File: src/rtl/ddr_req_arbiter.sv
// ddr_req_arbiter: shares one DDR2 app port between the program loader (port 0)
// and the core memory path (port 1). One transaction in flight at a time;
// round-robin or fixed-priority grant; a watchdog forces completion if the
// DDR response is lost.
module ddr_req_arbiter #(
  parameter int ADDR_W      = 27,
  parameter int DATA_W      = 128,
  parameter int FIXED_PRIO  = 0,
  parameter int TIMEOUT_CYC = 4096
) (
  input  logic              clk,
  input  logic              rst,
  input  logic              p0_req_valid,
  output logic              p0_req_ready,
  input  logic [ADDR_W-1:0] p0_addr,
  input  logic              p0_we,
  input  logic [DATA_W-1:0] p0_wdata,
  output logic              p0_resp_valid,
  output logic [DATA_W-1:0] p0_rdata,
  input  logic              p1_req_valid,
  output logic              p1_req_ready,
  input  logic [ADDR_W-1:0] p1_addr,
  input  logic              p1_we,
  input  logic [DATA_W-1:0] p1_wdata,
  output logic              p1_resp_valid,
  output logic [DATA_W-1:0] p1_rdata,
  output logic              mem_req_valid,
  input  logic              mem_req_ready,
  output logic [ADDR_W-1:0] mem_addr,
  output logic              mem_we,
  output logic [DATA_W-1:0] mem_wdata,
  input  logic              mem_resp_valid,
  input  logic [DATA_W-1:0] mem_rdata,
  output logic              busy,
  output logic              timeout_err
);

  localparam int CNT_W = (TIMEOUT_CYC > 2) ? $clog2(TIMEOUT_CYC) : 1;
  localparam logic [CNT_W-1:0] WD_LAST = CNT_W'(TIMEOUT_CYC - 1);

  typedef enum logic [1:0] {IDLE, ISSUE, WAIT, RESP} state_e;

  state_e            state_q, state_d;
  logic              gid_q, gid_d;        // port owning the in-flight transaction
  logic              last_q, last_d;      // most recent grant, for round-robin
  logic [ADDR_W-1:0] addr_q, addr_d;
  logic              we_q, we_d;
  logic [DATA_W-1:0] wdata_q, wdata_d;
  logic [CNT_W-1:0]  wd_q, wd_d;
  logic [DATA_W-1:0] rdata0_q, rdata0_d;
  logic [DATA_W-1:0] rdata1_q, rdata1_d;
  logic              terr_q, terr_d;

  logic gnt_vld;
  logic gnt_id;

  // Grant decision; ready is a same-cycle accept, so it is decoded from live
  // request inputs and masked during reset so nothing is accepted and dropped.
  always_comb begin
    gnt_vld = !rst && (state_q == IDLE) && (p0_req_valid || p1_req_valid);
    gnt_id  = 1'b0;
    if (p0_req_valid && p1_req_valid)
      gnt_id = (FIXED_PRIO != 0) ? 1'b0 : ~last_q;
    else
      gnt_id = p1_req_valid;
  end

  assign p0_req_ready  = gnt_vld && !gnt_id;
  assign p1_req_ready  = gnt_vld &&  gnt_id;
  assign mem_req_valid = (state_q == ISSUE);
  assign mem_addr      = addr_q;
  assign mem_we        = we_q;
  assign mem_wdata     = wdata_q;
  assign p0_resp_valid = (state_q == RESP) && !gid_q;
  assign p1_resp_valid = (state_q == RESP) &&  gid_q;
  assign p0_rdata      = rdata0_q;
  assign p1_rdata      = rdata1_q;
  assign busy          = (state_q != IDLE);
  assign timeout_err   = terr_q;

  // Next-state and capture logic for the single-outstanding transaction FSM.
  always_comb begin
    state_d  = state_q;
    gid_d    = gid_q;
    last_d   = last_q;
    addr_d   = addr_q;
    we_d     = we_q;
    wdata_d  = wdata_q;
    wd_d     = wd_q;
    rdata0_d = rdata0_q;
    rdata1_d = rdata1_q;
    terr_d   = terr_q;
    unique case (state_q)
      IDLE: begin
        if (gnt_vld) begin
          gid_d   = gnt_id;
          last_d  = gnt_id;
          addr_d  = gnt_id ? p1_addr  : p0_addr;
          we_d    = gnt_id ? p1_we    : p0_we;
          wdata_d = gnt_id ? p1_wdata : p0_wdata;
          state_d = ISSUE;
        end
      end
      ISSUE: begin
        if (mem_req_ready) begin
          wd_d    = '0;
          state_d = WAIT;
        end
      end
      WAIT: begin
        wd_d = wd_q + CNT_W'(1);
        if (mem_resp_valid) begin
          // Write acks carry no data; hand back zero rather than bus noise.
          if (gid_q) rdata1_d = we_q ? '0 : mem_rdata;
          else       rdata0_d = we_q ? '0 : mem_rdata;
          state_d = RESP;
        end else if (wd_q == WD_LAST) begin
          if (gid_q) rdata1_d = '0;
          else       rdata0_d = '0;
          terr_d  = 1'b1;
          state_d = RESP;
        end
      end
      RESP: state_d = IDLE;
      default: state_d = IDLE;
    endcase
  end

  // State register; reset abandons any in-flight transaction silently.
  always_ff @(posedge clk) begin
    if (rst) begin
      state_q  <= IDLE;
      gid_q    <= 1'b0;
      last_q   <= 1'b1;
      addr_q   <= '0;
      we_q     <= 1'b0;
      wdata_q  <= '0;
      wd_q     <= '0;
      rdata0_q <= '0;
      rdata1_q <= '0;
      terr_q   <= 1'b0;
    end else begin
      state_q  <= state_d;
      gid_q    <= gid_d;
      last_q   <= last_d;
      addr_q   <= addr_d;
      we_q     <= we_d;
      wdata_q  <= wdata_d;
      wd_q     <= wd_d;
      rdata0_q <= rdata0_d;
      rdata1_q <= rdata1_d;
      terr_q   <= terr_d;
    end
  end

endmodule

File: config.mk
export PLATFORM = sky130hd
export DESIGN_NAME = ddr_req_arbiter
export DESIGN_NICKNAME = d
export VERILOG_FILES = /design/src/rtl/ddr_req_arbiter.sv
export SDC_FILE = /design/constraint.sdc
export NUM_CORES = 1
export LEC_CHECK = 0
export CORE_AREA = 2 2 337 339
export DETAILED_ROUTE_END_ITERATION = 7
export DIE_AREA = 0 0 339 341
export PLACE_DENSITY = 0.33
export SYNTH_ARGS = -nofsm -noshare
export SYNTH_HDL_FRONTEND = slang
export SYNTH_SLANG_ARGS = --single-unit
File: constraint.sdc
create_clock -name clk -period 2.1 [get_ports clk]
set_input_delay 0.315 -clock clk [delete_from_list [all_inputs] [get_ports clk]]
set_output_delay 0.315 -clock clk [all_outputs]
set_load 0.05 [all_outputs]
* Word level (Yosys, flattened, before mapping) *
Cells that the tools add are included.

word-level totals
  input port bits = 446
  logic and storage cells = 62
  output and inout bits = 419
  flip-flop bits (word level) = 429

cells by class
  reduce and logical (&&, ||, !) cells = 21
  mux-type cells = 20
  add/sub/neg operators = 1
  bitwise logic cells = 3
  equal/unequal tests = 7

operator list
  kind                   number
  $mux 128               10
  $mux 27                1
  $pmux 12 s2            1
  $add 12x1->12 const B  1
  $eq 12x12->1 const B   1
  $mux 12                1
  $reduce_and 3->1       4
  $mux 2                 4
  $pmux 2 s4             1
  $logic_and 1x1->1      7
  $reduce_bool 2->1      3
  $eq 2x2->1 const B     2
  $reduce_and 2->1       2
  $logic_not 1->1        3
  $ne 3x3->1 const B     1
  $not 1->1              3
  $eq 2x1->1 const B     1
  $logic_not 2->1        1
  $mux 1                 2
  $ne 2x1->1 const B     1
  $ne 2x2->1 const B     1
  $logic_or 1x1->1       1

* Longest topological paths before layout *
  depth after elaboration = 5
  gate-level depth with buffers = 8
  depth with buffers taken out = 6

* Least setup slack after synthesis *
No wires, ideal clock.

  path kind = register -> register
  from = reg state_q[1]
  to = reg wd_q[11]
  buffers on the path = 0
  stages on the path, launching flop included = 7
  period minus slack after synthesis = 2.057 ns
  setup time = 0.073 ns
  slack = 0.043 ns
  data arrival time = 1.984 ns
  required time = 2.027 ns
  path through = dfxtp_1 > inv_1 > ha_1 > mux2_2 > nand3_1 > or4_1 > a21oi_1

between the ends
  longest elaborated chain between the ends = 3
  elaborated cells between the ends (all ways) = 6
  those cells by class = eq/ne: 3; mux: 1; reduce/logical: 2

ends and longest elaborated chain
  what                                                              line  text
  start: declaration                                                43    state_e state_q, state_d;
  start signal: assignment                                          143   state_q <= state_d;
  $eq 2x1->1 *                                                      n/a
  net mem_req_valid                                                 27    output logic mem_req_valid,
  $ne 2x1->1 (no source line) or $reduce_bool 2->1 (tied branches)  n/a
  $reduce_and 2->1 (no source line)                                 n/a
  end signal: assignment                                            149   wd_q <= wd_d;
  end: declaration                                                  49    logic [CNT_W-1:0] wd_q, wd_d;

The timed path passes the listed nets; every way through them passes the cells marked *.
A chain may end at the register's enable or synchronous reset.

* Worst setup path after layout *
  from = reg state_q[0]
  to = out p0_req_ready

between the ends
  longest elaborated chain between the ends = 4

ends and longest elaborated chain
  what                            line  text
  $logic_not 2->1                 60    gnt_vld = !rst && (state_q == IDLE) && (p0_req_valid || p1_req_valid);
  $logic_and 1x1->1 (2 in a row)  60
  $logic_and 1x1->1               68    assign p0_req_ready = gnt_vld && !gnt_id;
  end: declaration                14    output logic p0_req_ready,

Every way passes these cells.

==> run summary <==
Cell Int Power -> 18000 µW
Root Buffer -> clkbuf_16
All-Layer GR Usage -> 14.6%
Total Nets Final -> 2928
Site Rows -> 123
Core Footprint -> 112000 µm²
Setup Skew -> 21.4 ps
sequential area share after synthesis -> 52.8%
area leader, netlist -> dfxtp_1
f_max -> 0.455 GHz
Die Span X -> 339 µm
most frequent CP cell -> buf_12
M1 GR Usage -> 16.4%
worst hold path type -> in2reg
global-route wire length before repair -> 125000 µm
Placement Setup Slack -> -15.3 ps
commonest non-fill, non-tap cell in the layout -> clkdlybuf4s50_1
Final Critical Period -> 2200 ps
worst hold slack -> 230 ps
clk sinks -> 429
Synth top area share -> 52.8%
Switching Fraction -> 35.3%
Area Growth Syn to Fin -> 74.8%
post-route ant nets -> 0
top cells by area, synth -> dfxtp_1, mux2i_1, a222oi_1, nand2_1, nor2_1
Ys Warns -> 0
mean post-synth cell area -> 10.1 µm²
worst skew pair latency -> 650 ps
max_cap viols -> 0
grt ovf -> 0
PnR worst setup slack -> -96.6 ps
worst-path cell with the longest stage delay -> dfxtp_2
r2r setup slk -> 110 ps
total number of vias -> 16152
GR peak layer -> met2
DP Cell Count -> 3905
number of I/O pins -> 865
most frequent cells in the layout -> clkdlybuf4s50_1, dfxtp_1, nand2_1
Gate Count Post-Synth -> 1613
Sum Neg Setup Slack -> -96.6 ps
largest net degree at the start of global routing -> 122
# setup viols final -> 1
Clk network pwr share -> 36.4%
WL/cell -> 22.0 µm
number of DRC markers in iteration 0 -> 1459
Worst EP required -> 1780 ps
die height -> 341 µm
outcome -> finished with violations
routed wire length -> 88700 µm
post-synth cell types -> 44
fin. max-slew vios -> 0
crit path DAT -> 1880 ps
H-tree Lvls -> 2
async set-reset flop share out of synthesis -> 0%
number of flops mapped to enable cells by yosys -> 0
Switch Pwr -> 9820 µW
DP HPWL -> 67600 µm
fin cells -> 4037
Avg Vias per Cell -> 4.00
Final Util -> 25.4%
multi-input logic area -> 6790 µm²
Die Area -> 116000 µm²
via count of the first global-routing pass -> 16685
final period utilization -> 105%
FILL cells -> 12149
Storage cell area -> 8590 µm²
Comb pwr share -> 30.5%
Longest Clk Path Bufs -> 3
Worst Setup End Kind -> output port
syn_nets -> 2065
maximum VDD drop -> 624 µV
max_slew headroom -> 42.0%
RSZ-0062 raised after global routing -> yes
CP cell instances -> inv_2 -> ha_4 -> nand3b_1 -> a21oi_4 -> buf_12 -> buf_16 -> buf_12
Initial DRT Pass Iterations -> 8
worst slew pin tran -> 870 ps
Max stage delay on crit path -> 330 ps
crit path launch type -> register
initial antenna violation count -> 44
Fin. Hold Viols -> 0
grt met3 use -> 6.29%
CP max FO -> 5
synthesized cell area -> 16300 µm²
violated checks -> design-rule violations, negative setup slack
TritonCTS clock tree -> built
Lkg Pwr -> 0.0136 µW
PD cells -> 979 nW/µm²
RD Place Congestion -> 0.800
Bufs and invs on worst path -> 4
Seq pwr share -> 33.1%
CP delay by family, top -> buffers and inverters
grt met2 use -> 25.0%
CTS clk-pin slew, worst paths -> 60 ps
Initial Utilization -> 14.5%
Remaining DRCs -> 7
Synth Register Bits -> 429
critical path class -> reg2out
share of post-route cells with drive strength above 1 -> 8.88%
prevailing post-synth register cell -> dfxtp_1
TritonCTS Buffers -> 57
Buffers on Ports -> 864
==> cell families (layout without fill, tap and decap cells) <==
logic type / after synthesis / in the layout / synth area share [%]
and+or+nand+nor: 586 / 586 / 14.1
DFF: 429 / 429 / 52.8
muxes: 258 / 258 / 15.9
AOI/OAI and AO/OA: 180 / 180 / 10.6
buffers and inverters: 148 / 1057 / 5.87
adders and majority gates: 6 / 6 / 0.461
xor gates and xnor gates: 6 / 6 / 0.323
other: 0 / 15 / 0
==> synth_stat cells (2+ instances only) <==
cell type    n
nor2b_1      3
buf_6        8
or3_1        3
nand2_1    393
a22oi_1      2
nand2b_1     2
buf_2       11
dfxtp_1    429
xor2_1       3
buf_1        5
nor3_1       2
a21oi_1      8
xnor2_1      3
and3_1       2
ha_1         6
o21ai_0      3
clkbuf_1    97
mux2i_1    257
a222oi_1   156
o211ai_2     2
nor2_1     167
nand3_1      3
o21ai_1      2
inv_1        6
buf_12      20
nand4_1      2
==> worst reg2reg max path, stage by stage (launching register included) <==
cell	delay (ps)
dfxtp_2	350
inv_2	60
ha_4	170
nand3b_1	140
a21oi_4	50
buf_12	140
buf_4	200
buf_12	200
a222oi_1	460
nor2_1	80
==> path summary, 6_finish.rpt <==
kind / startpoint / end / cells after the start
setup / recovery: state_q[0] / p0_req_ready / 7
setup reg to reg: state_q[0] / mem_wdata[34] / 9
hold reg to reg: p1_rdata[34] / p1_rdata[34] / 2
hold / removal: rst / mem_wdata[94] / 3
==> final cells by class <==
cell class	instances	share of cell area (%)
Clock buffer	87	6.12
Inverter	7	0.119
Multi-Input combinational cell	1036	23.9
Antenna cell	15	0.132
Timing Repair Buffer	945	32.2
Clock inverter	18	0.708
Sequential cell	429	30.2
Tap cell	1500	6.60
==> layer usage <==
layer / share of wire, % / wire [µm]
met4: 2.1 / 1900
met1: 39 / 34400
met5: 0.22 / 194
met2: 49 / 43400
met3: 10 / 8880
==> power groups by stage <==
stage | logic, µW | registers (µW) | clock network, µW
after floorplan | 2830 | 11500 | 0
after global placement | 8770 | 9400 | 0
after detailed placement | 8800 | 9390 | 0
after CTS | 8530 | 9220 | 10600
after global routing | 9010 | 9290 | 10900
final | 8500 | 9220 | 10100
==> flip-flops by register name, indices dropped and copies added (netlist names) <==
signal / cells
gid_q: 1
last_q: 1
mem_addr: 27
mem_wdata: 128
mem_we: 1
p0_rdata: 128
p1_rdata: 128
state_q: 2
timeout_err: 1
wd_q: 12
==> per-stage QoR <==
step	area [µm²]	power, µW
2_1_floorplan	16300	14300
6_report	28400	27800
4_1_cts	28300	28300
3_3_place_gp	26800	18200
3_5_place_dp	26800	18200
5_1_grt	28400	29200
==> repair_timing <==
item                                   CTS  global route
endpoints found under the hold margin    6             0
cloned                                   0             2
gates resized for setup                395             1
hold buffers                             1             0
pin swaps                                1             2
buffers inserted                         5             5
setup endpoints to repair              391            31
(Power assumes the default switching activity.)
